**config.mk**
```make
export PLATFORM = sky130hd
export DESIGN_NAME = bcd_code_conv
export DESIGN_NICKNAME = d
export VERILOG_FILES = /design/src/rtl/bcd_code_conv.sv
export SDC_FILE = /design/constraint.sdc
export NUM_CORES = 1
export LEC_CHECK = 0
export CAP_MARGIN = 10
export CORE_MARGIN = 2
export CORE_UTILIZATION = 55
export DETAILED_ROUTE_END_ITERATION = 7
export PLACE_DENSITY = 0.82
export SYNTH_ARGS = -nofsm -noshare
export SYNTH_HDL_FRONTEND = slang
export SYNTH_SLANG_ARGS = --single-unit
```
**constraint.sdc**
```tcl
create_clock -name clk -period 7.2 [get_ports clk]
set_input_delay 0.72 -clock clk [delete_from_list [all_inputs] [get_ports clk]]
set_output_delay 0.72 -clock clk [all_outputs]
set_load 0.01 [all_outputs]
```
**src/rtl/bcd_code_conv.sv**
```systemverilog
// bcd_code_conv
//   Converts a packed word of DIGITS BCD digits into another code. It handles
//   one digit per clock, starting with the least-significant digit. The result
//   is returned on a valid/ready handshake.
//   Codes selected by mode:
//     00 = 2421 (Aiken)
//     01 = excess-3
//     10 and 11 = pass-through
//   Optional feature macro: BCD_CODE_CONV_ERR_EN
//     When defined, invalid digits (10..15) raise err and convert to 4'hF.
//     When undefined, invalid digits pass through and err is tied to 0.
// Ports:
//   clk        rising-edge clock
//   rst_n      asynchronous active-low reset
//   in_valid   source presents a word
//   in_ready   block can accept a word (IDLE only)
//   in_bcd     packed BCD; digit i is in_bcd[4i+3:4i]
//   mode       code select, sampled on accept
//   out_valid  converted word available (DONE)
//   out_ready  sink accepts the word
//   out_code   converted word, same packing as in_bcd
//   err        some input digit was > 9; valid while out_valid is high
module bcd_code_conv #(
  parameter int unsigned DIGITS = 4
) (
  input  logic                  clk,
  input  logic                  rst_n,
  input  logic                  in_valid,
  output logic                  in_ready,
  input  logic [4*DIGITS-1:0]   in_bcd,
  input  logic [1:0]            mode,
  output logic                  out_valid,
  input  logic                  out_ready,
  output logic [4*DIGITS-1:0]   out_code,
  output logic                  err
);

  localparam int unsigned IDX_W = (DIGITS > 1) ? $clog2(DIGITS) : 1;
  localparam logic [IDX_W-1:0] LAST_IDX = IDX_W'(DIGITS - 1);

  typedef enum logic [1:0] {
    IDLE = 2'b00,
    CONV = 2'b01,
    DONE = 2'b10
  } state_t;

  state_t               state, state_nxt;
  logic [4*DIGITS-1:0]  bcd_q;
  logic [1:0]           mode_q;
  logic [IDX_W-1:0]     idx;
  logic [3:0]           cur_digit;
  logic [3:0]           cur_code;
  logic                 cur_bad;
  logic                 accept;

  // Status flags are decoded from the state register only, so no
  // combinational path exists from in_valid or out_ready to any output.
  assign in_ready  = (state == IDLE);
  assign out_valid = (state == DONE);
  assign accept    = in_valid && in_ready;

  // Digit select. {idx, 2'b00} equals 4*idx without widening idx.
  assign cur_digit = bcd_q[{idx, 2'b00} +: 4];
  assign cur_bad   = (cur_digit > 4'd9);

  // Per-digit conversion.
  always_comb begin
    cur_code = cur_digit;
    if (!cur_bad) begin
      case (mode_q)
        2'b00:   if (cur_digit >= 4'd5) cur_code = cur_digit + 4'd6;
        2'b01:   cur_code = cur_digit + 4'd3;
        default: cur_code = cur_digit;
      endcase
    end
`ifdef BCD_CODE_CONV_ERR_EN
    else begin
      cur_code = 4'hF;
    end
`endif
  end

  always_comb begin
    state_nxt = state;
    case (state)
      IDLE:    if (accept) state_nxt = CONV;
      CONV:    if (idx == LAST_IDX) state_nxt = DONE;
      DONE:    if (out_ready) state_nxt = IDLE;
      default: state_nxt = IDLE;
    endcase
  end

  always_ff @(posedge clk or negedge rst_n) begin
    if (!rst_n) state <= IDLE;
    else        state <= state_nxt;
  end

  always_ff @(posedge clk or negedge rst_n) begin
    if (!rst_n) begin
      bcd_q    <= '0;
      mode_q   <= '0;
      idx      <= '0;
      out_code <= '0;
    end else if (accept) begin
      bcd_q  <= in_bcd;
      mode_q <= mode;
      idx    <= '0;
    end else if (state == CONV) begin
      out_code[{idx, 2'b00} +: 4] <= cur_code;
      idx                         <= idx + 1'b1;
    end
  end

`ifdef BCD_CODE_CONV_ERR_EN
  logic err_q;

  always_ff @(posedge clk or negedge rst_n) begin
    if (!rst_n)               err_q <= 1'b0;
    else if (accept)          err_q <= 1'b0;
    else if (state == CONV)   err_q <= err_q | cur_bad;
  end

  assign err = err_q;
`else
  assign err = 1'b0;
`endif

endmodule

```
==> run metrics, run 1 <==
hold path cells=2; initial antenna violation count=0; Layout fillers=236; max_slew headroom=0.503; Worst Skew=16.0 ps; Synth Warn #=0; final net count=255; post-route ant nets=0; DP Cell Count=262; number of CTS-inserted buffers=5; ratio of cells with drive above 1 in the final layout=0.138; Mean Syn Cell Area=10.8 um^2; IR drop worst, VDD=0.243 mV; Period Utilization, post-route=0.434; Max Root-Sink Buffers=2; Ant. Diodes=0; Placer Congestion=0.840; Core Util, Final=0.730; Seq cells post-synth=38; cts repair resizes=0; drc violations=0; Required @ worst endpoint=7410 ps; Die Height=64.0 um; Die X=64.0 um; drt wl/cell=14.5 um; status=finished clean; Max Transition Viols Final=0; Clk Latency, worst-skew pair=340 ps; Worst R2R Path Depth=8; RSZ-0062 raised after global routing=no; Root Buffer=clkbuf_4; Port Buf Inserts=39; Leakage=0.00108 uW; cells after synthesis=183; Yosys cell types=38; vias in the first global route=1512; H-Tree Depth=2; Layout area overhead=25.2%; first-pass GRT wire length=6880 um; post-route setup TNS=0 ps; gr usage total=0.218; commonest non-fill, non-tap cell in the layout=clkdlybuf4s50_1; site row count=21; vias per cell=5.47; Pwr Density=487 nW/um^2; first-pass detailed-route iteration total=4; Starting Density=0.583; Worst-Margin Slew=746 ps; commonest cells after routing, fill and taps aside=clkdlybuf4s50_1 (39), dfrtp_1 (38), nand2_1 (22), mux2_2 (18), o21ai_1 (13); largest net degree at the start of global routing=39; clock transition at the registers of the reported paths=120 ps; Tmin final=3120 ps; post-CTS setup buffers=0; vias=1478; Post-Syn Nets=215; total of max-cap violations=0; setup violators final=0; Mapped Area=1980 um^2; Worst Path Arrival=3330 ps; clock sinks=38; CTS tree=done; startpoint types=register; # hold bufs at CTS=0; achievable frequency=0.320 GHz; register area share after synthesis=0.481; Core Region=3390 um^2; hpwl dp=3030 um; CP endpoint kind=register; Final Routed Wirelength=3910 um; Final Hold Viols=0; grt total ovfl=0; DRT iter0 DRCs=142; IO Pins=41; WS Path Type=reg -> reg; Post-Layout Cell Count=270; CP max FO=14; die area=4090 um^2; Hold WC Path Type=reg -> reg
==> worst max-delay path, stage by stage, from the launching register on <==
cell	delay (ps)
dfrtp_1	660
mux4_2	620
inv_1	190
ha_1	270
nor2_1	80
o21a_1	220
or3_4	360
xnor2_1	420
o21ai_1	180
==> sequential cells by signal (all words and copies together) (netlist names) <==
register  cells
mode_q        2
idx           2
bcd_q        16
state         2
out_code     16
==> final cells by class <==
type,count,area [um^2],share of cell area
clock buffers,7,45.0,0.0182
clock inverters,1,30.0,0.0121
inverters,12,45.0,0.0182
multi-input cells,126,948,0.383
flip-flops and latches,38,951,0.384
well taps,46,57.6,0.0233
repair buffers,40,398,0.161
==> cells in the mapped netlist, drive strengths merged <==
master	count	area [um^2]
o21ai	19	95.1
clkbuf	3	11.3
inv	12	45.0
dfrtp	38	951
nand2	22	82.6
xnor2	1	8.76
o211ai	1	7.51
nand4	3	18.8
mux2i	6	60.1
and2	2	12.5
o41ai	1	8.76
a22o	1	8.76
o21bai	1	7.51
o21a	1	7.51
or2	1	6.26
nand2b	5	31.3
nor2b	3	18.8
o32ai	1	8.76
o311ai	1	8.76
nor2	7	26.3
o31a	2	17.5
o31ai	2	15.0
ha	10	125
a22oi	4	30.0
or3	2	17.5
o221ai	1	8.76
a31o	1	8.76
mux4	3	67.6
buf	4	21.3
a21oi	2	10.0
nand4b	1	8.76
nor3	3	15.0
conb	1	3.75
mux2	18	203
==> per-layer routing <==
layer | wire, um | vias to the layer above | track usage
met5 | 0 | - | 0
met4 | 73 | 0 | 0.0842
met3 | 184 | 7 | 0.0493
met2 | 1940 | 49 | 0.370
met1 | 1710 | 701 | 0.270
li1 | - | 721 | -
==> per-stage QoR <==
| step | power, uW | setup slack [ps] | hold slack [ps] | cell area [um^2] |
|---|---|---|---|---|
| after floorplan | 857 | 4580 | 424 | 1980 |
| after global placement | 1040 | 4200 | 466 | 2400 |
| after detailed placement | 1070 | 4100 | 474 | 2400 |
| after CTS | 1210 | 4100 | 501 | 2470 |
| after global routing | 1310 | 3880 | 540 | 2470 |
| final | 1210 | 4080 | 497 | 2470 |
==> cell families (layout without fill, tap and decap cells) <==
| kind of cell | Yosys count | count (layout) | synth area share |
|---|---|---|---|
| DFF | 38 | 38 | 0.481 |
| xor gates and xnor gates | 1 | 1 | 0.00443 |
| and+or+nand+nor | 49 | 49 | 0.120 |
| AOI/OAI and AO/OA | 38 | 38 | 0.123 |
| adders and majority gates | 10 | 10 | 0.0633 |
| other | 1 | 1 | 0.00190 |
| muxes | 27 | 27 | 0.167 |
| buffers and inverters | 19 | 60 | 0.0392 |
==> report_power, final <==
group	internal [uW]	total [uW]	leakage (uW)	switching (uW)
clock	73.7	140	0.0000395	66.6
combinational	322	680	0.000562	357
sequential	305	386	0.000481	81.6
==> final timing paths <==
check | from | slack [ps] | endpoint
min in group asynchronous | rst_n | 780 | out_code[7]
setup / recovery | idx[0] | 4080 | out_code[12]
max in group asynchronous | rst_n | 6080 | bcd_q[9]
setup reg to reg | idx[0] | 4080 | out_code[12]
hold / removal | out_code[6] | 500 | out_code[6]
hold reg to reg | out_code[6] | 500 | out_code[6]
Note: power is estimated with default switching activity, not from simulation.
==> inputs of run 2 (changes only) <==
--- a/config.mk
+++ b/config.mk
@@ -7,9 +7,9 @@
 export LEC_CHECK = 0
 export CAP_MARGIN = 10
 export CORE_MARGIN = 2
-export CORE_UTILIZATION = 55
+export CORE_UTILIZATION = 46
 export DETAILED_ROUTE_END_ITERATION = 7
-export PLACE_DENSITY = 0.82
+export PLACE_DENSITY = 0.73
 export SYNTH_ARGS = -nofsm -noshare
 export SYNTH_HDL_FRONTEND = slang
 export SYNTH_SLANG_ARGS = --single-unit
==> constraint.sdc (replaced) <==
create_clock -name clk -period 2.6 [get_ports clk]
set_input_delay 0.26 -clock clk [delete_from_list [all_inputs] [get_ports clk]]
set_output_delay 0.26 -clock clk [all_outputs]
set_load 0.01 [all_outputs]
==> run 2 against run 1 <==
Global-route usage fell by 2.7 points. Flip-flop and latch count did not move. Wire length rose by 8.9%. Fmax rose by 24%. Worst setup slack got worse by 4000 ps. First-iteration DRC count fell by 49%. Clock-buffer cell count fell by 2. Critical endpoint is now out_code[2]. Largest cell class is now multi-input gates. Highest routed layer unchanged.
==> run metrics, run 2 (synthesis gave the netlist of run 1 again) <==
status=finished clean; Hold WC Path Type=in -> async; achievable frequency=0.398 GHz (+24%); vias in the first global route=1559 (+3.1%); Worst R2R Path Depth=8 (unchanged); final instance area=2620 um^2 (+5.9%); Final Routed Wirelength=4250 um (+8.9%); Clk Latency, worst-skew pair=290 ps (-50 ps); Ant. Diodes=0 (unchanged); Final Hold Viols=0 (unchanged); Met3 Wirelength=217 um (+18%); Core Util, Final=0.646 (-0.0842); site row count=23 (+9.5%); final net count=262 (+2.7%); hpwl dp=3090 um (+1.8%); commonest non-fill, non-tap cell in the layout=clkdlybuf4s50_1; capture point of the critical path=out_code[2]; highest-delay cell along the critical path=mux4_2; IO Pins=41 (unchanged); IR drop worst, VDD=0.589 mV (+140%); drt wl/cell=15.1 um (+4.6%); Layout area overhead=32.6%; worst r2r src=idx[0]; clock sinks=38 (unchanged); CP startpoint=idx[0]; area post-placement=2450 um^2 (+2.0%); Reg2Reg Setup Slack=90 ps (-3990 ps); die area=4840 um^2 (+18%); vias per cell=5.46 (-0.27%); Worst-Margin Slew=745 ps (-0.898 ps); Worst Skew=6.57 ps (-9.39 ps); startpoint types=register; first-pass GRT wire length=7320 um (+6.4%); FF-to-FF End=out_code[2]; biggest regs=bcd_q (16), out_code (16); Die X=69.6 um (+8.8%); WS Path Type=reg -> reg; setup violators final=0 (unchanged); Root Buffer=clkbuf_8; top sig layer=met4; delay-heaviest family, CP=compound AO/OA/AOI/OAI gates; commonest cells after routing, fill and taps aside=clkdlybuf4s50_1 (39), dfrtp_1 (37), nand2_1 (22), mux2_2 (18), o21ai_1 (13); Buf/Inv on CP=1 (unchanged); WL met1=1840 um (+7.9%); grt total ovfl=0 (unchanged); worst path cell trace=mux4_2, inv_4, ha_2, nor2_1, o21a_1, or3_4, o31a_1, o21ai_1; CTS tree=done; CP max FO=6 (-8); Required @ worst endpoint=2810 ps (-4600 ps); first-pass detailed-route iteration total=4 (unchanged); Period Utilization, post-route=0.966 (+0.532); max_slew headroom=0.503 (about the same); Tmin final=2510 ps (-612 ps); Placer Congestion=0.930 (+11%); met2 WL=2090 um (+7.6%); Starting Density=0.487 (-0.0960); ratio of cells with drive above 1 in the final layout=0.199 (+0.0607); initial antenna violation count=0 (unchanged); Pwr Density=1440 nW/um^2 (+200%); Die Height=69.6 um (+8.8%); drc violations=0 (unchanged); Port Buf Inserts=39 (unchanged); max incr delay on CP=590 ps (-70 ps); clock transition at the registers of the reported paths=80 ps (-40 ps); number of CTS-inserted buffers=5 (unchanged); largest net degree at the start of global routing=39 (unchanged); Min Hold Slack=395 ps (-101 ps); gr usage total=0.191 (-0.0275); Max Root-Sink Buffers=2 (unchanged); Max Transition Viols Final=0 (unchanged); Leakage=0.00115 uW (+6.2%); vias=1534 (+3.8%); DRT iter0 DRCs=73 (-49%); Core Region=4060 um^2 (+20%); post-route ant nets=0 (unchanged); Worst Path Arrival=2730 ps (-600 ps); H-Tree Depth=2 (unchanged); CP endpoint kind=register; WP depth=8 (unchanged); total of max-cap violations=0 (unchanged)
-- run 2: power breakdown --
| part | internal (uW) | switching [uW] |
|---|---|---|
| Combinational | 1030 | 1110 |
| Sequential | 849 | 187 |
| Clock | 384 | 218 |
-- run 2: how the worst min path moves through the flow --
stage                      startpoint      endpoint  cells after the start  slack, ps
after CTS                       rst_n  out_code[12]                      2        410
after global routing            rst_n      state[1]                      2        450
after detailed placement  out_code[0]   out_code[0]                      2        480
final                           rst_n  out_code[15]                      2        400
after floorplan                 rst_n      bcd_q[0]                      0        -40
after global placement    out_code[7]   out_code[7]                      2        470
-- run 2: cell type report --
cell class | instances | area (um^2)
clock buffers | 5 | 68.8
clock inverters | 3 | 68.8
fillers | 312 | 1440
inverters | 12 | 47.5
multi-input cells | 126 | 967
flip-flops and latches | 38 | 952
well taps | 50 | 62.6
repair buffers | 47 | 454
-- run 2: routing by layer --
layer  global-route usage  vias to the layer above
met1                0.246                      736
met5                    0                        -
met3               0.0465                       12
li1                     -                      732
met4               0.0828                        0
met2                0.306                       54
-- run 2: timing repair --
| action | CTS | global route |
|---|---|---|
| pin swaps | 0 | 1 |
| hold endpoints to repair | 0 | 0 |
| gates resized for setup | 1 | 6 |
| endpoints found under the setup margin | 4 | 16 |
| setup buffers | 0 | 2 |
| hold buffers | 0 | 0 |
-- run 2: through the flow --
stage,total power [uW],instances,setup TNS (ps),setup WS [ps]
6_report,3780,281,0,88.7
5_1_grt,4070,281,-43.1,-14.5
4_1_cts,3710,279,0,2.28
3_5_place_dp,3050,271,-82.3,-31.1
3_3_place_gp,2980,271,0,63.0
2_1_floorplan,2390,183,-26.8,-6.53
-- run 2: worst reg2reg max path, cell delays in order, from the launching register on --
cell and delay, ps:
dfrtp_1 390, mux4_2 590, inv_4 100, ha_2 220, nor2_1 80, o21a_1 220
or3_4 370, o31a_1 320, o21ai_1 160
==> inputs of run 3 (changes only) <==
--- a/config.mk
+++ b/config.mk
@@ -9,7 +9,7 @@
 export CORE_MARGIN = 2
 export CORE_UTILIZATION = 46
 export DETAILED_ROUTE_END_ITERATION = 7
-export PLACE_DENSITY = 0.73
+export PLACE_DENSITY = 0.76
 export SYNTH_ARGS = -nofsm -noshare
 export SYNTH_HDL_FRONTEND = slang
 export SYNTH_SLANG_ARGS = --single-unit
==> run 3 against run 2 <==
Register-to-register slack improved by 30 ps. Wire length down 4.4%. Total power fell by 1.3%. Fmax is 1.2% higher.
==> run metrics, run 3 (synthesis gave the netlist of run 1 again) <==
post-route setup TNS=0 ps (unchanged); setup violators final=0 (unchanged); Pwr Density=1430 nW/um^2 (-1.2%); CP startpoint=idx[0]; CP max FO=5 (-1); WS Path Type=reg -> reg; vias=1504 (-2.0%); Period Utilization, post-route=0.955 (-0.0111); Comb power frac=0.593 (+0.026); Final Hold Viols=0 (unchanged); IO Pins=41 (unchanged); DP Cell Count=271 (unchanged); H-Tree Depth=2 (unchanged); site row count=23 (unchanged); biggest regs=bcd_q (16), out_code (16); # hold bufs at CTS=0 (unchanged); Leakage=0.00114 uW (-0.87%); Layout area overhead=32.4%; max_slew headroom=0.432 (-0.0710); Tmin final=2480 ps (-28.8 ps); RSZ-0062 raised after global routing=yes; gr usage total=0.180 (-0.0102); commonest cells after routing, fill and taps aside=dfrtp_1 (38), clkdlybuf4s50_1 (38), nand2_1 (22), mux2_2 (18), o21ai_1 (13); DRT iter0 DRCs=94 (+29%); final instance area=2620 um^2 (-0.14%); area post-placement=2440 um^2 (-0.20%); Required @ worst endpoint=2760 ps (-50 ps); grt total ovfl=0 (unchanged); area of the multi-input gates=993 um^2 (+2.7%); ratio of cells with drive above 1 in the final layout=0.203 (+0.00345); drt wl/cell=14.4 um (-4.8%); Starting Density=0.487 (unchanged); achievable frequency=0.403 GHz (+1.2%); Pwr Total=3730 uW (-1.3%); CP endpoint kind=register; clock sinks=38 (unchanged); worst r2r src=idx[0]; Pint=2220 uW (-2.1%); Worst Skew=3.39 ps (-3.17 ps); die area=4840 um^2 (unchanged); Seq pwr share=0.278 (+0.004); Clk Latency, worst-skew pair=280 ps (about the same); Root Buffer=clkbuf_8; power share of the clock group=0.129 (-0.030); Max Root-Sink Buffers=2 (unchanged); switching power=1520 uW (-0.15%); Core Util, Final=0.645 (-0.000925); Hold WC Path Type=in -> async; Worst Path Arrival=2640 ps (-90 ps); vias in the first global route=1494 (-4.2%); hpwl dp=2910 um (-5.7%); drc violations=0 (unchanged); startpoint types=register; final net count=263 (+0.38%); status=finished clean; Switching Share=0.406 (+0.00465); post-route ant nets=0 (unchanged); Die X=69.6 um (unchanged); Post-Layout Cell Count=282 (+0.36%); Core Region=4060 um^2 (unchanged); Placer Congestion=0.902 (-3.0%); first-pass GRT wire length=7000 um (-4.3%); initial antenna violation count=0 (unchanged); clock transition at the registers of the reported paths=70 ps (about the same); CTS tree=done; vias per cell=5.33 (-2.3%); largest net degree at the start of global routing=39 (unchanged); Ant. Diodes=0 (unchanged); Die Height=69.6 um (unchanged); Port Buf Inserts=39 (unchanged); total of max-cap violations=0 (unchanged); IR drop worst, VDD=0.668 mV (+14%); number of CTS-inserted buffers=5 (unchanged); Max Transition Viols Final=0 (unchanged); Layout fillers=344 (+10%); Final Routed Wirelength=4070 um (-4.4%); Worst-Margin Slew=853 ps (+108 ps); first-pass detailed-route iteration total=4 (unchanged); register area=951 um^2 (-0.13%)
## run 3: repair_timing
item / 4_1_cts / 5_1_grt
resized for setup: 0 / 10
setup endpoints to repair: 0 / 16
buffers inserted: 0 / 3
## run 3: area by class of cell
cell class / count / share of cell area
clock buffers: 7 / 0.0292
well taps: 50 / 0.0239
multi-input cells: 126 / 0.380
inverters: 12 / 0.0182
flip-flops and latches: 38 / 0.363
repair buffers: 48 / 0.174
clock inverters: 1 / 0.0115
## run 3: per-stage QoR
| stage | hold slack, ps | worst slack [ps] |
|---|---|---|
| detailed placement | 413 | 59.0 |
| global placement | 407 | 94.2 |
| floorplan | -35.6 | -6.53 |
| finish | 83.0 | 118 |
| global route | 147 | -37.2 |
| CTS | 104 | 44.4 |
## run 3: power by group through the flow
stage | registers (uW) | clock network (uW) | logic (uW)
floorplan | 1020 | 0 | 1370
global placement | 1030 | 0 | 1980
detailed placement | 1040 | 0 | 2020
CTS | 1030 | 498 | 2040
global route | 1080 | 529 | 2440
finish | 1040 | 482 | 2210
## run 3: path summary, 6_finish.rpt
check / slack, ps / cells past startpoint / end
worst min register to register: 490 / 2 / out_code[7]
worst max register to register: 120 / 8 / out_code[15]
min in group clk: 490 / 2 / out_code[7]
max in group asynchronous: 1990 / 1 / bcd_q[10]
worst max-delay path: 120 / 8 / out_code[15]
worst min-delay path: 80 / 1 / out_code[13]
## run 3: per-layer routing
layer,share of wire,up-vias,GRT usage
met5,0,-,0
met4,0.0042,0,0.0327
met3,0.050,6,0.0523
met2,0.48,49,0.288
met1,0.46,713,0.248
li1,-,736,-
## run 3: critical path: stages (launching register included)
cell,delay [ps]
dfrtp_1,380
mux4_2,570
inv_4,130
ha_1,170
nand2b_1,60
o221ai_1,230
mux2_2,380
a22oi_2,310
o21ai_1,120
